## src/rtl/binary_to_bcd_seq_if.sv

```systemverilog
// Handshake and result bundle for the sequential binary-to-BCD converter.
// The master drives start/binary_in; the slave (converter) returns status and result.
interface binary_to_bcd_seq_if #(
  parameter int WIDTH  = 8,
  parameter int DIGITS = 3
);

  logic                  start;
  logic [WIDTH-1:0]      binary_in;
  logic                  busy;
  logic                  done;
  logic [4*DIGITS-1:0]   bcd_out;
  logic                  overflow;
  logic                  sign_out;

  modport master (
    output start,
    output binary_in,
    input  busy,
    input  done,
    input  bcd_out,
    input  overflow,
    input  sign_out
  );

  modport slave (
    input  start,
    input  binary_in,
    output busy,
    output done,
    output bcd_out,
    output overflow,
    output sign_out
  );

endinterface

```

## src/rtl/binary_to_bcd_seq.sv

```systemverilog
// Multi-cycle binary to packed-BCD converter (shift-and-add-3, one bit per clock).
// A conversion accepted on edge k completes on edge k+WIDTH with a one-cycle done
// pulse; results that do not fit in DIGITS digits saturate to all nines.
// Optional macro BCD_SIGNED_INPUT_EN: treat binary_in as two's complement, convert
// its magnitude and report the sign on sign_out. Without it sign_out is tied to 0.
module binary_to_bcd_seq #(
  parameter int WIDTH  = 8,
  parameter int DIGITS = 3
) (
  input  logic                clk,
  input  logic                reset,
  binary_to_bcd_seq_if.slave  bus
);

  // Extra digits above the visible ones so no intermediate carry is ever dropped
  localparam int HEAD_DIGITS = (WIDTH * 302 + 999) / 1000 + 1;
  localparam int ALL_DIGITS  = DIGITS + HEAD_DIGITS;
  localparam int DIG_W       = 4 * ALL_DIGITS;
  localparam int OUT_W       = 4 * DIGITS;
  localparam int CNT_W       = $clog2(WIDTH + 1);
  localparam int CMP_W       = ((WIDTH > OUT_W) ? WIDTH : OUT_W) + 1;

  localparam logic [CNT_W-1:0] CNT_ONE   = CNT_W'(1);
  localparam logic [CNT_W-1:0] CNT_LOAD  = CNT_W'(WIDTH);
  localparam logic [OUT_W-1:0] ALL_NINES = {DIGITS{4'h9}};

  // 10**n evaluated at elaboration; 10**DIGITS < 16**DIGITS always fits in CMP_W bits
  function automatic logic [CMP_W-1:0] pow10(input int n);
    logic [CMP_W-1:0] p;
    p = CMP_W'(1);
    for (int i = 0; i < n; i++) begin
      p = p * CMP_W'(10);
    end
    return p;
  endfunction

  localparam logic [CMP_W-1:0] LIMIT = pow10(DIGITS);

  typedef enum logic {
    IDLE,
    SHIFT
  } state_t;

  state_t               state;
  logic [WIDTH-1:0]     shift_reg;
  logic [DIG_W-1:0]     digit_reg;
  logic [CNT_W-1:0]     count;
  logic                 ovf_pending;
  logic                 busy_r;
  logic                 done_r;
  logic [OUT_W-1:0]     bcd_r;
  logic                 ovf_r;

  logic [WIDTH-1:0]     magnitude;
  logic                 ovf_now;
  logic [DIG_W-1:0]     adjusted;
  logic [DIG_W-1:0]     next_digits;
  logic [WIDTH-1:0]     next_shift;

`ifdef BCD_SIGNED_INPUT_EN
  logic                 sign_pending;
  logic                 sign_r;

  // Two's complement magnitude; the most negative value maps onto itself as unsigned
  always_comb begin
    magnitude = bus.binary_in[WIDTH-1] ? (-bus.binary_in) : bus.binary_in;
  end
`else
  // Unsigned input: the value is its own magnitude
  always_comb begin
    magnitude = bus.binary_in;
  end
`endif

  // Saturation decision made once at capture, while the full binary value is at hand
  always_comb begin
    ovf_now = (CMP_W'(magnitude) >= LIMIT);
  end

  // One double-dabble step: add 3 to every digit >= 5, then shift in the next binary bit
  always_comb begin
    adjusted = digit_reg;
    for (int i = 0; i < ALL_DIGITS; i++) begin
      if (digit_reg[4*i +: 4] >= 4'd5) begin
        adjusted[4*i +: 4] = digit_reg[4*i +: 4] + 4'd3;
      end
    end
    next_digits = {adjusted[DIG_W-2:0], shift_reg[WIDTH-1]};
    next_shift  = {shift_reg[WIDTH-2:0], 1'b0};
  end

  // Control FSM with registered outputs: capture in IDLE, iterate WIDTH times in SHIFT
  always_ff @(posedge clk) begin
    if (reset) begin
      state       <= IDLE;
      shift_reg   <= '0;
      digit_reg   <= '0;
      count       <= '0;
      ovf_pending <= 1'b0;
      busy_r      <= 1'b0;
      done_r      <= 1'b0;
      bcd_r       <= '0;
      ovf_r       <= 1'b0;
`ifdef BCD_SIGNED_INPUT_EN
      sign_pending <= 1'b0;
      sign_r       <= 1'b0;
`endif
    end else begin
      done_r <= 1'b0;
      case (state)
        IDLE: begin
          if (bus.start) begin
            shift_reg   <= magnitude;
            digit_reg   <= '0;
            count       <= CNT_LOAD;
            ovf_pending <= ovf_now;
            busy_r      <= 1'b1;
            state       <= SHIFT;
`ifdef BCD_SIGNED_INPUT_EN
            sign_pending <= bus.binary_in[WIDTH-1];
`endif
          end
        end
        SHIFT: begin
          digit_reg <= next_digits;
          shift_reg <= next_shift;
          count     <= count - CNT_ONE;
          if (count == CNT_ONE) begin
            bcd_r  <= ovf_pending ? ALL_NINES : next_digits[OUT_W-1:0];
            ovf_r  <= ovf_pending;
            done_r <= 1'b1;
            busy_r <= 1'b0;
            state  <= IDLE;
`ifdef BCD_SIGNED_INPUT_EN
            sign_r <= sign_pending;
`endif
          end
        end
        default: begin
          state <= IDLE;
        end
      endcase
    end
  end

  assign bus.busy     = busy_r;
  assign bus.done     = done_r;
  assign bus.bcd_out  = bcd_r;
  assign bus.overflow = ovf_r;
`ifdef BCD_SIGNED_INPUT_EN
  assign bus.sign_out = sign_r;
`else
  assign bus.sign_out = 1'b0;
`endif

endmodule

```

## src/flat_wrapper.sv

```systemverilog
// flat-port wrapper written by rule: the top's interface ports become plain ports
module binary_to_bcd_seq_flat 
#(
  parameter int WIDTH  = 8,
  parameter int DIGITS = 3
)
  (clk, reset, bus_start, bus_binary_in, bus_busy, bus_done, bus_bcd_out, bus_overflow, bus_sign_out);
  binary_to_bcd_seq_if #(.WIDTH(WIDTH), .DIGITS(DIGITS)) bus_i ();
  input  logic clk;
  input  logic reset;
  input wire logic [$bits(bus_i.start)-1:0] bus_start;
  input wire logic [$bits(bus_i.binary_in)-1:0] bus_binary_in;
  output wire logic [$bits(bus_i.busy)-1:0] bus_busy;
  output wire logic [$bits(bus_i.done)-1:0] bus_done;
  output wire logic [$bits(bus_i.bcd_out)-1:0] bus_bcd_out;
  output wire logic [$bits(bus_i.overflow)-1:0] bus_overflow;
  output wire logic [$bits(bus_i.sign_out)-1:0] bus_sign_out;
  assign bus_i.start = bus_start;
  assign bus_i.binary_in = bus_binary_in;
  assign bus_busy = bus_i.busy;
  assign bus_done = bus_i.done;
  assign bus_bcd_out = bus_i.bcd_out;
  assign bus_overflow = bus_i.overflow;
  assign bus_sign_out = bus_i.sign_out;
  binary_to_bcd_seq #(.WIDTH(WIDTH), .DIGITS(DIGITS)) u_core (.clk(clk), .reset(reset), .bus(bus_i));
endmodule
```

## config.mk

```make
export PLATFORM = sky130hd
export DESIGN_NAME = binary_to_bcd_seq_flat
export DESIGN_NICKNAME = d
export VERILOG_FILES = /design/src/rtl/binary_to_bcd_seq_if.sv /design/src/rtl/binary_to_bcd_seq.sv /design/src/flat_wrapper.sv
export SDC_FILE = /design/constraint.sdc
export NUM_CORES = 1
export LEC_CHECK = 0
export ABC_AREA = 1
export CAP_MARGIN = 15
export CORE_MARGIN = 1
export CORE_UTILIZATION = 50
export DETAILED_ROUTE_END_ITERATION = 8
export PLACE_DENSITY = 0.82
export RECOVER_POWER = 100
export SETUP_SLACK_MARGIN = 0.2
export SLEW_MARGIN = 40
export SYNTH_ARGS = -nofsm -noshare
export SYNTH_HDL_FRONTEND = slang
export SYNTH_SLANG_ARGS = --single-unit
export TNS_END_PERCENT = 100
```

## constraint.sdc

```tcl
create_clock -name clk -period 1.55 [get_ports clk]
set_clock_uncertainty 0.05 [all_clocks]
set_input_delay 0.31 -clock clk [delete_from_list [all_inputs] [get_ports clk]]
set_output_delay 0.31 -clock clk [all_outputs]
set_load 0.02 [all_outputs]
```

==> results.yml <==
run_status:
  status: "complete, no violations"
setup_path:
  cpLargestDelayFamily: "simple AND/OR/NAND/NOR gates"
  critPathSlowestCell: "dfxtp_2"
  slowest_delay_ns: 0.36
  cp-start-kind: "flop"
  critPathBufInv: 3
  arrival_ns: 1.65
  crit_type: "reg2reg"
  required_ns: 1.82
  path_cells: "inv_2, ha_4, nand4_1, inv_1, nor2_1, buf_12, nand2_1, nand2_1"
  crit_top_cell: "nand2_1"
  worstPathMaxFanout: 12
  critPathCaptureType: "flop"
place:
  place_inst: 327
  routabilityCongestion: 0.829
  dp_hpwl_um: 2630
  pre_cts_ws_ns: -0.0261
  port_buffers: 24
die:
  ios: 27
  die_area_um2: 3900
  core-area_um2: 3420
  start_util_pct: 53.4
  fp.dieH_um: 62.4
  fp-row-count: 21
  die_x_um: 62.4
synth:
  synth-seq-cells: 39
  synth_top_family_by_area: "simple AND/OR/NAND/NOR gates"
  synth_area_um2: 1830
  synthFlopType: "dfxtp_1"
  synth_simple_gate_area_share_pct: 31.8
  netlist.area_leader.share_pct: 42.8
  yosys-top-cells-count: "nand2_1, dfxtp_1, nand3_1, inv_1, a21oi_1"
  synth_edf_count: 0
  synth_xor_area_share_pct: 0
  synth_most_common_cell: "nand2_1"
  synth.area.top_cells: "dfxtp_1, nand2_1, nand3_1"
  syn_area_per_cell_um2: 7.10
  synth_adder_area_share_pct: 5.48
  async_flop_share_pct: 0
  synthCells: 257
  yosysSeqAreaShare_pct: 42.8
  yosysUniqueCellTypes: 22
  synth_mux_area_share_pct: 0.548
  synth_compound_area_share_pct: 8.22
  yosysWarningCount: 0
  synth_top_cell_by_area: "dfxtp_1"
cells_and_area:
  n_antenna_cell: 0
  drive_gt1_share_pct: 20.9
  nets: 314
  areaGrowthSynthToFinish_pct: 27.3
  stdcell_count: 342
  fin_util_pct: 68.0
timing:
  finalHoldViolCount: 0
  fin_crit_ns: 1.38
  rsz0062_at_grt: "true"
  setup-violations-final: 0
  setup_slack_ns: 0.173
  fmax_mhz: 726
  whs_ns: 0.406
  slew_violations: 0
  fin_crit_sh_pct: 88.9
route:
  vias: 1728
  wl_per_cell_um: 12.2
  vias_per_cell: 5.05
  drc: 0
  drtIter0Drc: 107
  ant_nets: 0
  dr.pass1.iters: 5
  drt-total-wl_um: 4170
cts:
  clk_pin_slew_ns: 0.12
  cts_root_buffer: "clkbuf_4"
  clkSinkCount: 39
  clk_latency_ns: 0.37
  cts_buffers: 5
  cts_tree: "done"
  cts_buffer_depth: 2
  htree_levels: 2
global_route:
  grt.overflow.total: 0
  grt_max_degree: 14
  grt_antenna_before_repair: 0
  grt_pass1_wl_um: 6630
  grt_pass1_vias: 1596
  grt_usage_pct: 21.6
power_and_ir_drop:
  internal_power_mw: 1.31
  ir_drop_v: 0.000574
  comb_power_share_pct: 12.9
  p_clk_share_pct: 28.5
  p_total_mw: 1.80
  netSwitchingPower_mw: 0.487
  swShare_pct: 27.1
  power_frac_seq_pct: 58.6
  powerDensity_nw_per_um2: 774
  leakagePower_nw: 1.07
hold_path:
  min_path_type: "reg2reg"
job:
  drv_cap: 0
[worst min-delay path: cells and delay by family, from the launching register on]
family / cells / cell delay, ns
flops: 1 / 0.33
simple gates: 2 / 0.10
[layout make-up]
type                            instances  area [µm²]
Fill cell                             297        1090
Multi-Input combinational cell        174         968
Sequential cell                        39         792
Timing Repair Buffer                   42         328
Inverter                               33         128
Tap cell                               46        57.6
Clock buffer                            7        45.0
Clock inverter                          1        5.00
[per-layer routing]
metal	part of all wire, %	track usage (%)
met5	0	0
met4	2.5	15.7
met3	2.9	4.74
met2	50	35.9
met1	45	24.4
[worst paths after layout]
| check | start | end | slack, ns | cells after the start |
|---|---|---|---|---|
| worst min register to register | u_core.bus.bcd_out[10] | u_core.bus.bcd_out[10] | 0.41 | 2 |
| worst max register to register | u_core.count[1] | u_core.bus.bcd_out[0] | 0.17 | 8 |
| worst min-delay path | u_core.bus.bcd_out[10] | u_core.bus.bcd_out[10] | 0.41 | 2 |
| worst max-delay path | u_core.count[1] | u_core.bus.bcd_out[0] | 0.17 | 8 |
[placed cells by master (no fill, tap or decap), drive strengths merged, types with 2 or more instances in the layout]
| cell | instances |
|---|---|
| nand2 | 84 |
| ha | 8 |
| clkinv | 2 |
| nand3 | 36 |
| conb | 2 |
| buf | 15 |
| inv | 31 |
| nor2 | 6 |
| clkbuf | 24 |
| nand4 | 7 |
| clkdlybuf4s50 | 9 |
| a21oi | 18 |
| dfxtp | 39 |
| o21ai | 6 |
[cells by family (layout without fill, tap and decap cells)]
group | after synthesis | in the layout
other | 1 | 2
adder cells (fa/ha/maj) | 8 | 8
buffers and inverters | 45 | 83
multiplexers | 1 | 1
AO/OA/AOI/OAI | 28 | 28
flip-flops | 39 | 39
AND/OR/NAND/NOR | 135 | 135
[metrics by stage]
stage	instance area (µm²)	TNS [ns]
after floorplan	1830	0
after detailed placement	2160	-0.0517
after global placement	2160	-0.0189
after global routing	2320	0
after CTS	2240	0
final	2320	0
[power groups by stage]
stage	Combinational, mW	Clock, mW	Sequential (mW)
after CTS	0.209	0.520	1.05
after global routing	0.260	0.570	1.06
final	0.232	0.513	1.05
after global placement	0.205	0	1.07
after detailed placement	0.208	0	1.07
after floorplan	0.137	0	1.07
[timing repair]
action / CTS / global route
setup buffers: 0 / 6
hold buffers: 0 / 0
setup endpoints to repair: 30 / 38
resized for setup: 46 / 60
pin swaps: 0 / 14
gates cloned: 0 / 1
Power figures use the tool's default switching activity.
